==> src/rtl/reg_file_pkg.sv <==
// reg_file_pkg: shared types and constants for the register file slice.
//   WORD_LN      data word width
//   REG_IDX_LN   architectural register index width
//   ROB_IDX_LN   default ROB tag width; tag 0 means "no pending producer"
//   reg_is_live  true for every register except the hardwired x0
package reg_file_pkg;

    localparam int WORD_LN    = 32;
    localparam int REG_IDX_LN = 5;
    localparam int ROB_IDX_LN = 4;

    typedef logic [WORD_LN-1:0]    word_t;
    typedef logic [REG_IDX_LN-1:0] reg_idx_t;

    localparam word_t    ZERO_WORD    = '0;
    localparam reg_idx_t ZERO_REG_IDX = '0;

    function automatic logic reg_is_live(input reg_idx_t r);
        return r != ZERO_REG_IDX;
    endfunction

endpackage

==> src/rtl/reg_file_rename_table.sv <==
// reg_rename_table: per-register ROB tag array.
//   Records which ROB entry will produce each register's next value, clears a
//   tag when its own producer commits, and clears every tag on ROB rollback.
// Ports:
//   clk, rst            clock, synchronous active-high reset
//   rdy                 global ready; low holds the table
//   rob_rb_ena          rollback: every tag returns to 0
//   reg_wr_ena/rd/idx   commit port; clears tag[rd] when it still names idx
//   id_rn_ena/rd/idx    rename port; tag[rd] <= idx
//   id_rs1/id_rs2       read indices
//   tag_rs1/tag_rs2     current tags (x0 always reads 0)
module reg_rename_table
    import reg_file_pkg::*;
#(
    parameter int REG_NUM = 32,
    parameter int ROB_BIT = ROB_IDX_LN
) (
    input  logic               clk,
    input  logic               rst,
    input  logic               rdy,
    input  logic               rob_rb_ena,
    input  logic               reg_wr_ena,
    input  reg_idx_t           reg_wr_rd,
    input  logic [ROB_BIT-1:0] reg_wr_idx,
    input  logic               id_rn_ena,
    input  reg_idx_t           id_rn_rd,
    input  logic [ROB_BIT-1:0] id_rn_idx,
    input  reg_idx_t           id_rs1,
    input  reg_idx_t           id_rs2,
    output logic [ROB_BIT-1:0] tag_rs1,
    output logic [ROB_BIT-1:0] tag_rs2
);

    logic [ROB_BIT-1:0] tag [REG_NUM];

    always_ff @(posedge clk) begin
        for (int i = 0; i < REG_NUM; i++) begin
            if (rst || rob_rb_ena) begin
                // Rollback wins over any same-cycle rename.
                tag[i] <= '0;
            end else if (rdy && i != 0) begin
                if (id_rn_ena && id_rn_rd == REG_IDX_LN'(i)) begin
                    // A younger rename overrides the commit-clear of the same rd.
                    tag[i] <= id_rn_idx;
                end else if (reg_wr_ena && reg_wr_rd == REG_IDX_LN'(i) &&
                             tag[i] == reg_wr_idx) begin
                    tag[i] <= '0;
                end
            end
        end
    end

    assign tag_rs1 = reg_is_live(id_rs1) ? tag[id_rs1] : '0;
    assign tag_rs2 = reg_is_live(id_rs2) ? tag[id_rs2] : '0;

endmodule

==> src/rtl/reg_file.sv <==
// reg_file: architectural register file plus rename-tag table, fed by the ROB
// commit port and read by the decoder.
// Ports:
//   clk, rst                        clock, synchronous active-high reset
//   rdy                             global ready; low holds all state
//   rob_rb_ena                      ROB rollback: clears tags, commit value still lands
//   reg_wr_ena/rd/val/idx           ROB commit write
//   id_rs1/id_rs2                   decoder source indices
//   id_val1/id_val2                 source values (meaningful when id_src* is 0)
//   id_src1/id_src2                 source tags; 0 = value ready
//   id_rn_ena/rd/idx                rename of rd to ROB entry idx
// Optional build macro REGFILE_DBG_EN adds dbg_reg_sel / dbg_reg_val (raw
// value read, no bypass) and prints "rd=val" on every accepted commit.
module reg_file
    import reg_file_pkg::*;
#(
    parameter int REG_NUM = 32,
    parameter int ROB_BIT = ROB_IDX_LN
) (
    input  logic               clk,
    input  logic               rst,
    input  logic               rdy,
    input  logic               rob_rb_ena,
    input  logic               reg_wr_ena,
    input  reg_idx_t           reg_wr_rd,
    input  word_t              reg_wr_val,
    input  logic [ROB_BIT-1:0] reg_wr_idx,
    input  reg_idx_t           id_rs1,
    input  reg_idx_t           id_rs2,
    output word_t              id_val1,
    output word_t              id_val2,
    output logic [ROB_BIT-1:0] id_src1,
    output logic [ROB_BIT-1:0] id_src2,
    input  logic               id_rn_ena,
    input  reg_idx_t           id_rn_rd,
    input  logic [ROB_BIT-1:0] id_rn_idx
`ifdef REGFILE_DBG_EN
    ,
    input  reg_idx_t           dbg_reg_sel,
    output word_t              dbg_reg_val
`endif
);

    word_t              val [REG_NUM];
    logic [ROB_BIT-1:0] tag_rs1;
    logic [ROB_BIT-1:0] tag_rs2;
    logic               commit_live;

    // A commit lands when the ROB presents it and the file is not held;
    // rollback outranks hold, so a rollback-cycle commit also lands.
    assign commit_live = reg_wr_ena && reg_is_live(reg_wr_rd) && (rdy || rob_rb_ena);

    reg_rename_table #(
        .REG_NUM (REG_NUM),
        .ROB_BIT (ROB_BIT)
    ) u_rename (
        .clk        (clk),
        .rst        (rst),
        .rdy        (rdy),
        .rob_rb_ena (rob_rb_ena),
        .reg_wr_ena (reg_wr_ena),
        .reg_wr_rd  (reg_wr_rd),
        .reg_wr_idx (reg_wr_idx),
        .id_rn_ena  (id_rn_ena),
        .id_rn_rd   (id_rn_rd),
        .id_rn_idx  (id_rn_idx),
        .id_rs1     (id_rs1),
        .id_rs2     (id_rs2),
        .tag_rs1    (tag_rs1),
        .tag_rs2    (tag_rs2)
    );

    always_ff @(posedge clk) begin
        if (rst) begin
            for (int i = 0; i < REG_NUM; i++) begin
                val[i] <= ZERO_WORD;
            end
        end else if (commit_live) begin
            val[reg_wr_rd] <= reg_wr_val;
`ifdef REGFILE_DBG_EN
            $display("x%0d=%h", reg_wr_rd, reg_wr_val);
`endif
        end
    end

    // Bypass only when the committing entry is the producer the tag is
    // waiting for; otherwise the old mapping (value or tag) is returned.
    always_comb begin
        id_val1 = ZERO_WORD;
        id_src1 = '0;
        if (reg_is_live(id_rs1)) begin
            if (commit_live && reg_wr_rd == id_rs1 && tag_rs1 == reg_wr_idx) begin
                id_val1 = reg_wr_val;
            end else begin
                id_val1 = val[id_rs1];
                id_src1 = tag_rs1;
            end
        end
    end

    always_comb begin
        id_val2 = ZERO_WORD;
        id_src2 = '0;
        if (reg_is_live(id_rs2)) begin
            if (commit_live && reg_wr_rd == id_rs2 && tag_rs2 == reg_wr_idx) begin
                id_val2 = reg_wr_val;
            end else begin
                id_val2 = val[id_rs2];
                id_src2 = tag_rs2;
            end
        end
    end

`ifdef REGFILE_DBG_EN
    assign dbg_reg_val = reg_is_live(dbg_reg_sel) ? val[dbg_reg_sel] : ZERO_WORD;
`endif

endmodule

==> config.mk <==
export PLATFORM = sky130hd
export DESIGN_NAME = reg_file
export DESIGN_NICKNAME = d
export VERILOG_FILES = /design/src/rtl/reg_file_pkg.sv /design/src/rtl/reg_file_rename_table.sv /design/src/rtl/reg_file.sv
export SDC_FILE = /design/constraint.sdc
export NUM_CORES = 2
export LEC_CHECK = 0
export CAP_MARGIN = 20
export CORE_MARGIN = 5
export CORE_UTILIZATION = 40
export CTS_BUF_LIST = sky130_fd_sc_hd__clkbuf_4
export DETAILED_ROUTE_END_ITERATION = 12
export MAX_ROUTING_LAYER = met4
export PLACE_DENSITY_LB_ADDON = 0.05
export SETUP_SLACK_MARGIN = 0.15
export SKIP_LAST_GASP = 1
export SYNTH_ARGS = -nofsm -noshare
export SYNTH_HDL_FRONTEND = slang
export SYNTH_SLANG_ARGS = --single-unit
==> constraint.sdc <==
create_clock -name clk -period 4.75 [get_ports clk]
set_input_delay 0.475 -clock clk [delete_from_list [all_inputs] [get_ports clk]]
set_output_delay 0.475 -clock clk [all_outputs]
set_load 0.01 [all_outputs]
; ---- After elaboration in Yosys (flattened, before gate mapping)
; Memory sizes are Yosys's and may differ from the RTL's.
; Cells that the tools add are included.
[totals]
ff_bits = 0
ramBits = 1152
inputBits = 66
output_inout_bits = 72
elab_cells = 627
memories = 2
[op_classes]
n_eq_ne = 97
mux = 361
n_bitwise = 62
reduce_logical = 105
[mem_list]
columns = name, words, word_bits, read_ports, rd_ports_with_merged_regs, wr, line
row1 = val, 32, 32, 2, 0, 32, reg_file.sv:44  ; word_t val [REG_NUM];
row2 = u_rename.tag, 32, 4, 33, 0, 32, reg_file_rename_table.sv:34  ; logic [ROB_BIT-1:0] tag [REG_NUM];
[ops]
columns = op, n
row1 = 1-bit two-way mux, 287
row2 = 4-bit two-way mux, 68
row3 = 5-bit equality test (second input constant), 32
row4 = 32-bit two-way mux, 5
row5 = 4-bit equality test, 33
row6 = 1-bit logical AND, 99
row7 = 5-bit by 4-bit equality test with 1-bit output (second input constant), 16
row8 = 1-bit bitwise OR, 62
row9 = 5-bit by 3-bit equality test with 1-bit output (second input constant), 8
row10 = 32-bit OR reduction, 1
row11 = 5-bit by 2-bit equality test with 1-bit output (second input constant), 4
row12 = 5-bit nonzero test, 3
row13 = 5-bit by 1-bit equality test with 1-bit output (second input constant), 2
row14 = 5-bit equality test, 2
row15 = 5-bit two-way mux, 1
row16 = 1-bit logical OR, 2

; ---- Longest topological paths before layout
[logic_depth]
ltp_word = 9
depth_mapped = 13

; ---- Modules after synthesis
; From an unflattened synthesis, not the netlist that was laid out.
[unflattened]
cells_unflattened = 4535
hier_area_um2 = 64571.9
[modules_own_cells]
columns = module, n_inst, cells_each, area_per_inst_um2
row1 = reg_file, 1, 3745, 55504.5
row2 = reg_rename_table, 1, 790, 9067.4

; ---- Worst setup path after synthesis
; Ideal clock, no wire load.
[synth_path]
path_type = input-to-output
from = input id_rs2[0]
to = output id_val2[10]
arrival_time_ps = 3260
required_time_ps = 4275
path_slack_ps = 1015
stages = 11
path_cell_list = buf_6 > buf_8 > buf_4 > buf_2 > buf_2 > buf_1 > mux4_2 > mux4_2 > mux2i_1 > o41ai_1 > o211a_1
[synth_via]
elab_chain_cells = 6
elab_cells_between_ends = 10
cone_classes = eq/ne: 2 / mux: 3 / reduce/logical: 3 / memory: 2
[synth_lines]
columns = item, line
row1 = from (decl), reg_file.sv:29  ; input reg_idx_t id_rs2,
row2 = memory 32 x 4 bit or 5-bit nonzero test (tied branches), n/a
row3 = 4-bit two-way mux, reg_file_rename_table.sv:54  ; assign tag_rs2 = reg_is_live(id_rs2) ? tag[id_rs2] : '0;
row4 = 4-bit equality test, reg_file.sv:105  ; if (commit_live && reg_wr_rd == id_rs2 && tag_rs2 == reg_wr_idx) begin
row5 = 1-bit logical AND, reg_file.sv:105
row6 = 32-bit two-way mux, reg_file.sv:105
row7 = 32-bit two-way mux (*), reg_file.sv:104  ; if (reg_is_live(id_rs2)) begin
row8 = to (decl), reg_file.sv:31  ; output word_t id_val2,
; Mark *: on every way between the ends. The rest lies on a longest branch, timed or not.

==> impl_metrics.ini <==
[final_layout]
syn_to_final_growth_pct = 15.3
fin_util_pct = 46.4
fillerInstances = 14200
drive_above_1_share_pct = 33.5
final_nets = 4606

[clock_network]
clock-sinks = 1148
clockBufferDepth = 4
clk_latency_ps = 1330
path_clk_slew_ps = 60
h-tree-depth = 5
clockRootBuffer = clkbuf_4
tritoncts = yes
cts_buffers = 341

[die]
start_util_pct = 40.2
die_h_um = 412
rows = 147
num_io_pins = 138
die_w_um = 412
fp.coreArea_um2 = 160000
die_area_um2 = 169000

[worst_setup_path]
r2r_setup_slack_ps = 2350
worstSetupEndpointType = output pin
worstPathArrival_ps = 4810
critPathKind = flip-flop to output pin
worstReg2RegEnd = u_rename.tag[28][0]$_SDFFCE_PP0P_
cp_max_fo = 28
crit_end = id_val2[12]
critical_path.startpoint = u_rename.tag[27][3]$_SDFFCE_PP0P_
r2r-start = u_rename.tag[28][3]$_SDFFCE_PP0P_
r2r_cells = 8
start_kind = flip-flop
required_ps = 4280

[power_and_ir_drop]
leakagePower_nw = 26.3
p_seq_share_pct = 47.9
clkPwrFrac_pct = 36.8
power_density_nw_per_um2 = 337
ir_drop_uv = 224
swShare_pct = 27.5
intPower_mw = 18.2
switching_power_mw = 6.88
comb_power_share_pct = 15.3

[timing]
hold_viol_final = 0
finalHoldWorstSlack_ps = 149
max_slew_margin_pct = 24.8
setup_violations = 68
fin_crit_sh_pct = 111
fmax_mhz = 189
period_needed_ps = 5290
setup_tns_ps = -19460
rsz0062_at_grt = true
fin_ws_ps = -539
drv_slew = 0
worst_pin_slew_ps = 1130
finClkSkew_ps = 79.4

[placement]
dpl_worst_slack_ps = -161
dpl.hpwl_mm = 142
port_buffers = 137
gp_congestion = 0.894

[global_route]
grt_max_degree = 103
gr-total-overflow = 0
grt_use_total_pct = 29.7
grt_pass1_vias = 42400
grt_antenna_before_repair = 23
grt_pass1_wl_mm = 341

[detailed_routing]
highest_layer = met4
wirelength_mm = 245
firstDrtPassIters = 7
wl_per_cell_um = 35.3
wl_met1_mm = 104
antenna_left = 0
dr_wl_met2_mm = 115
drtIter0Drc = 5500
num_vias = 41900
dr_wl_met3_mm = 18.1
vias_per_cell = 6.03
drc = 0

[min_path]
hold_path.class = input pin to flip-flop

[outcome]
violations = negative setup slack
status = complete, but fails checks

[synthesis]
synth_edf_count = 1148
async_reset_ff_share_pct = 0
ys_seq_area_share_pct = 53.5
syn_inst = 4241
synth_top_flop_cell = edfxtp_1
synth.ff_latch_count = 1148
syn_area_um2 = 64500
syn_avg_cell_area_um2 = 15.2
yosysUniqueCellTypes = 51
ys_warn_count = 0

[job]
drv_cap = 0
-- area by class of cell --
cell class / count / area (um2) / share of cell area, %
Tap cell: 2160 / 2700 / 3.63
Antenna cell: 25 / 62.6 / 0.0841
Multi-Input combinational cell: 2654 / 29100 / 39.1
Inverter: 17 / 63.8 / 0.0858
Clock inverter: 73 / 314 / 0.422
Sequential cell: 1148 / 34500 / 46.3
Clock buffer: 490 / 3680 / 4.95
Timing Repair Buffer: 378 / 4030 / 5.42
-- worst min-delay path by stage --
| stage | start | to | slack, ps | depth (start not counted) |
|---|---|---|---|---|
| 2_1_floorplan | id_rn_idx[0] | u_rename.tag[16][0]$_SDFFCE_PP0P_ | 670 | 1 |
| 4_1_cts | reg_wr_val[27] | val[13][27]$_SDFFCE_PN0P_ | 20 | 3 |
| 6_report | reg_wr_val[1] | val[26][1]$_SDFFCE_PN0P_ | 150 | 3 |
| 5_1_grt | reg_wr_val[27] | val[31][27]$_SDFFCE_PN0P_ | 60 | 3 |
| 3_3_place_gp | u_rename.tag[29][0]$_SDFFCE_PP0P_ | u_rename.tag[29][0]$_SDFFCE_PP0P_ | 980 | 5 |
| 3_5_place_dp | u_rename.tag[19][1]$_SDFFCE_PP0P_ | u_rename.tag[19][1]$_SDFFCE_PP0P_ | 990 | 5 |
-- timing repair --
| item | 4_1_cts | 5_1_grt |
|---|---|---|
| resized for setup | 227 | 14 |
| endpoints found under the setup margin | 72 | 72 |
| gates cloned | 4 | 0 |
| pin swaps | 13 | 9 |
| hold buffers | 10 | 0 |
| buffers inserted | 21 | 10 |
| hold endpoints to repair | 152 | 0 |
-- per-layer routing --
metal  vias to the layer above  track usage (%)
met5                         -                -
li1                      17100                -
met1                     22400             41.2
met4                         0             9.20
met3                       441             4.79
met2                      2004             45.4
-- stage by stage --
| stage | power (mW) | instance area (um2) | instances |
|---|---|---|---|
| floorplan | 14.3 | 64600 | 4272 |
| global route | 26.0 | 74300 | 6931 |
| detailed placement | 15.9 | 69200 | 6301 |
| finish | 25.0 | 74400 | 6945 |
| global placement | 15.9 | 69100 | 6299 |
| CTS | 25.2 | 73900 | 6899 |
-- flip-flops by register name, summed over array words and instances (netlist names) --
register      count
val            1024
u_rename.tag    124
-- synth_stat cells, types with 2 or more instances --
master,instances,area (um2)
mux2_2,10,113
edfxtp_1,1148,34500
buf_1,23,86.3
o22ai_1,3,18.8
mux4_2,681,15300
xor2_1,77,674
nand4b_1,2,17.5
o211ai_1,18,135
mux2i_1,115,1150
o32ai_1,7,61.3
clkbuf_1,344,1290
nor4_1,17,106
nor2b_1,24,150
a22oi_1,2,15.0
buf_6,7,78.8
o41ai_1,32,280
inv_1,17,63.8
o21ai_0,29,145
or3_1,5,31.3
a2111oi_0,2,17.5
or2_2,34,213
xnor2_1,65,569
a211oi_1,2,15.0
nor3b_1,2,15.0
o211a_1,33,330
nand3b_1,3,22.5
nor2_1,87,327
nand2b_1,26,163
and3_1,3,18.8
o31a_1,2,17.5
a21oi_1,2,10.0
buf_4,5,37.5
nand4_1,22,138
a221oi_1,6,52.6
nand2_1,124,465
a222oi_1,15,150
and2_1,1120,7010
nor3_1,17,85.1
buf_2,73,365
nand3_1,24,120
or4_1,3,22.5
-- power groups by stage --
stage | clock network (mW) | registers [mW] | logic [mW]
5_1_grt | 9.99 | 12.1 | 3.99
3_5_place_dp | 0 | 12.2 | 3.71
2_1_floorplan | 0 | 12.1 | 2.18
6_report | 9.21 | 12.0 | 3.83
3_3_place_gp | 0 | 12.2 | 3.71
4_1_cts | 9.42 | 12.0 | 3.79
-- worst max-delay path: stages, from the launching register on --
cell	delay [ps]
edfxtp_1	510
mux4_2	530
mux2i_1	190
o22ai_2	120
nor4_2	270
buf_4	160
o2111ai_4	130
buf_12	200
or4_4	440
buf_12	220
o211a_1	260
clkdlybuf4s50_1	480
-- layout by cell type (no fill, tap or decap), types with 27 or more instances in the layout --
cell,count
and2_1,1120
buf_12,55
buf_2,41
buf_4,157
clkbuf_4,490
clkdlybuf4s50_1,67
clkinv_1,59
conb_1,32
edfxtp_1,1148
mux2i_1,111
mux4_2,681
nand2_1,124
nor2_1,54
nor2_4,32
o211a_1,33
o21ai_0,28
or2_4,27
xnor2_1,64
xor2_1,77
-- cell families (layout without fill, tap and decap cells) --
group,count (synthesis),after routing,synth area share [%]
and+or+nand+nor,1516,1516,13.8
DFF,1148,1148,53.5
muxes,807,807,25.8
buffers and inverters,470,958,3.01
AOI/OAI and AO/OA,157,157,2.00
xor gates and xnor gates,142,142,1.93
other,1,57,0.00582
Note: power is estimated with default switching activity, not from simulation.
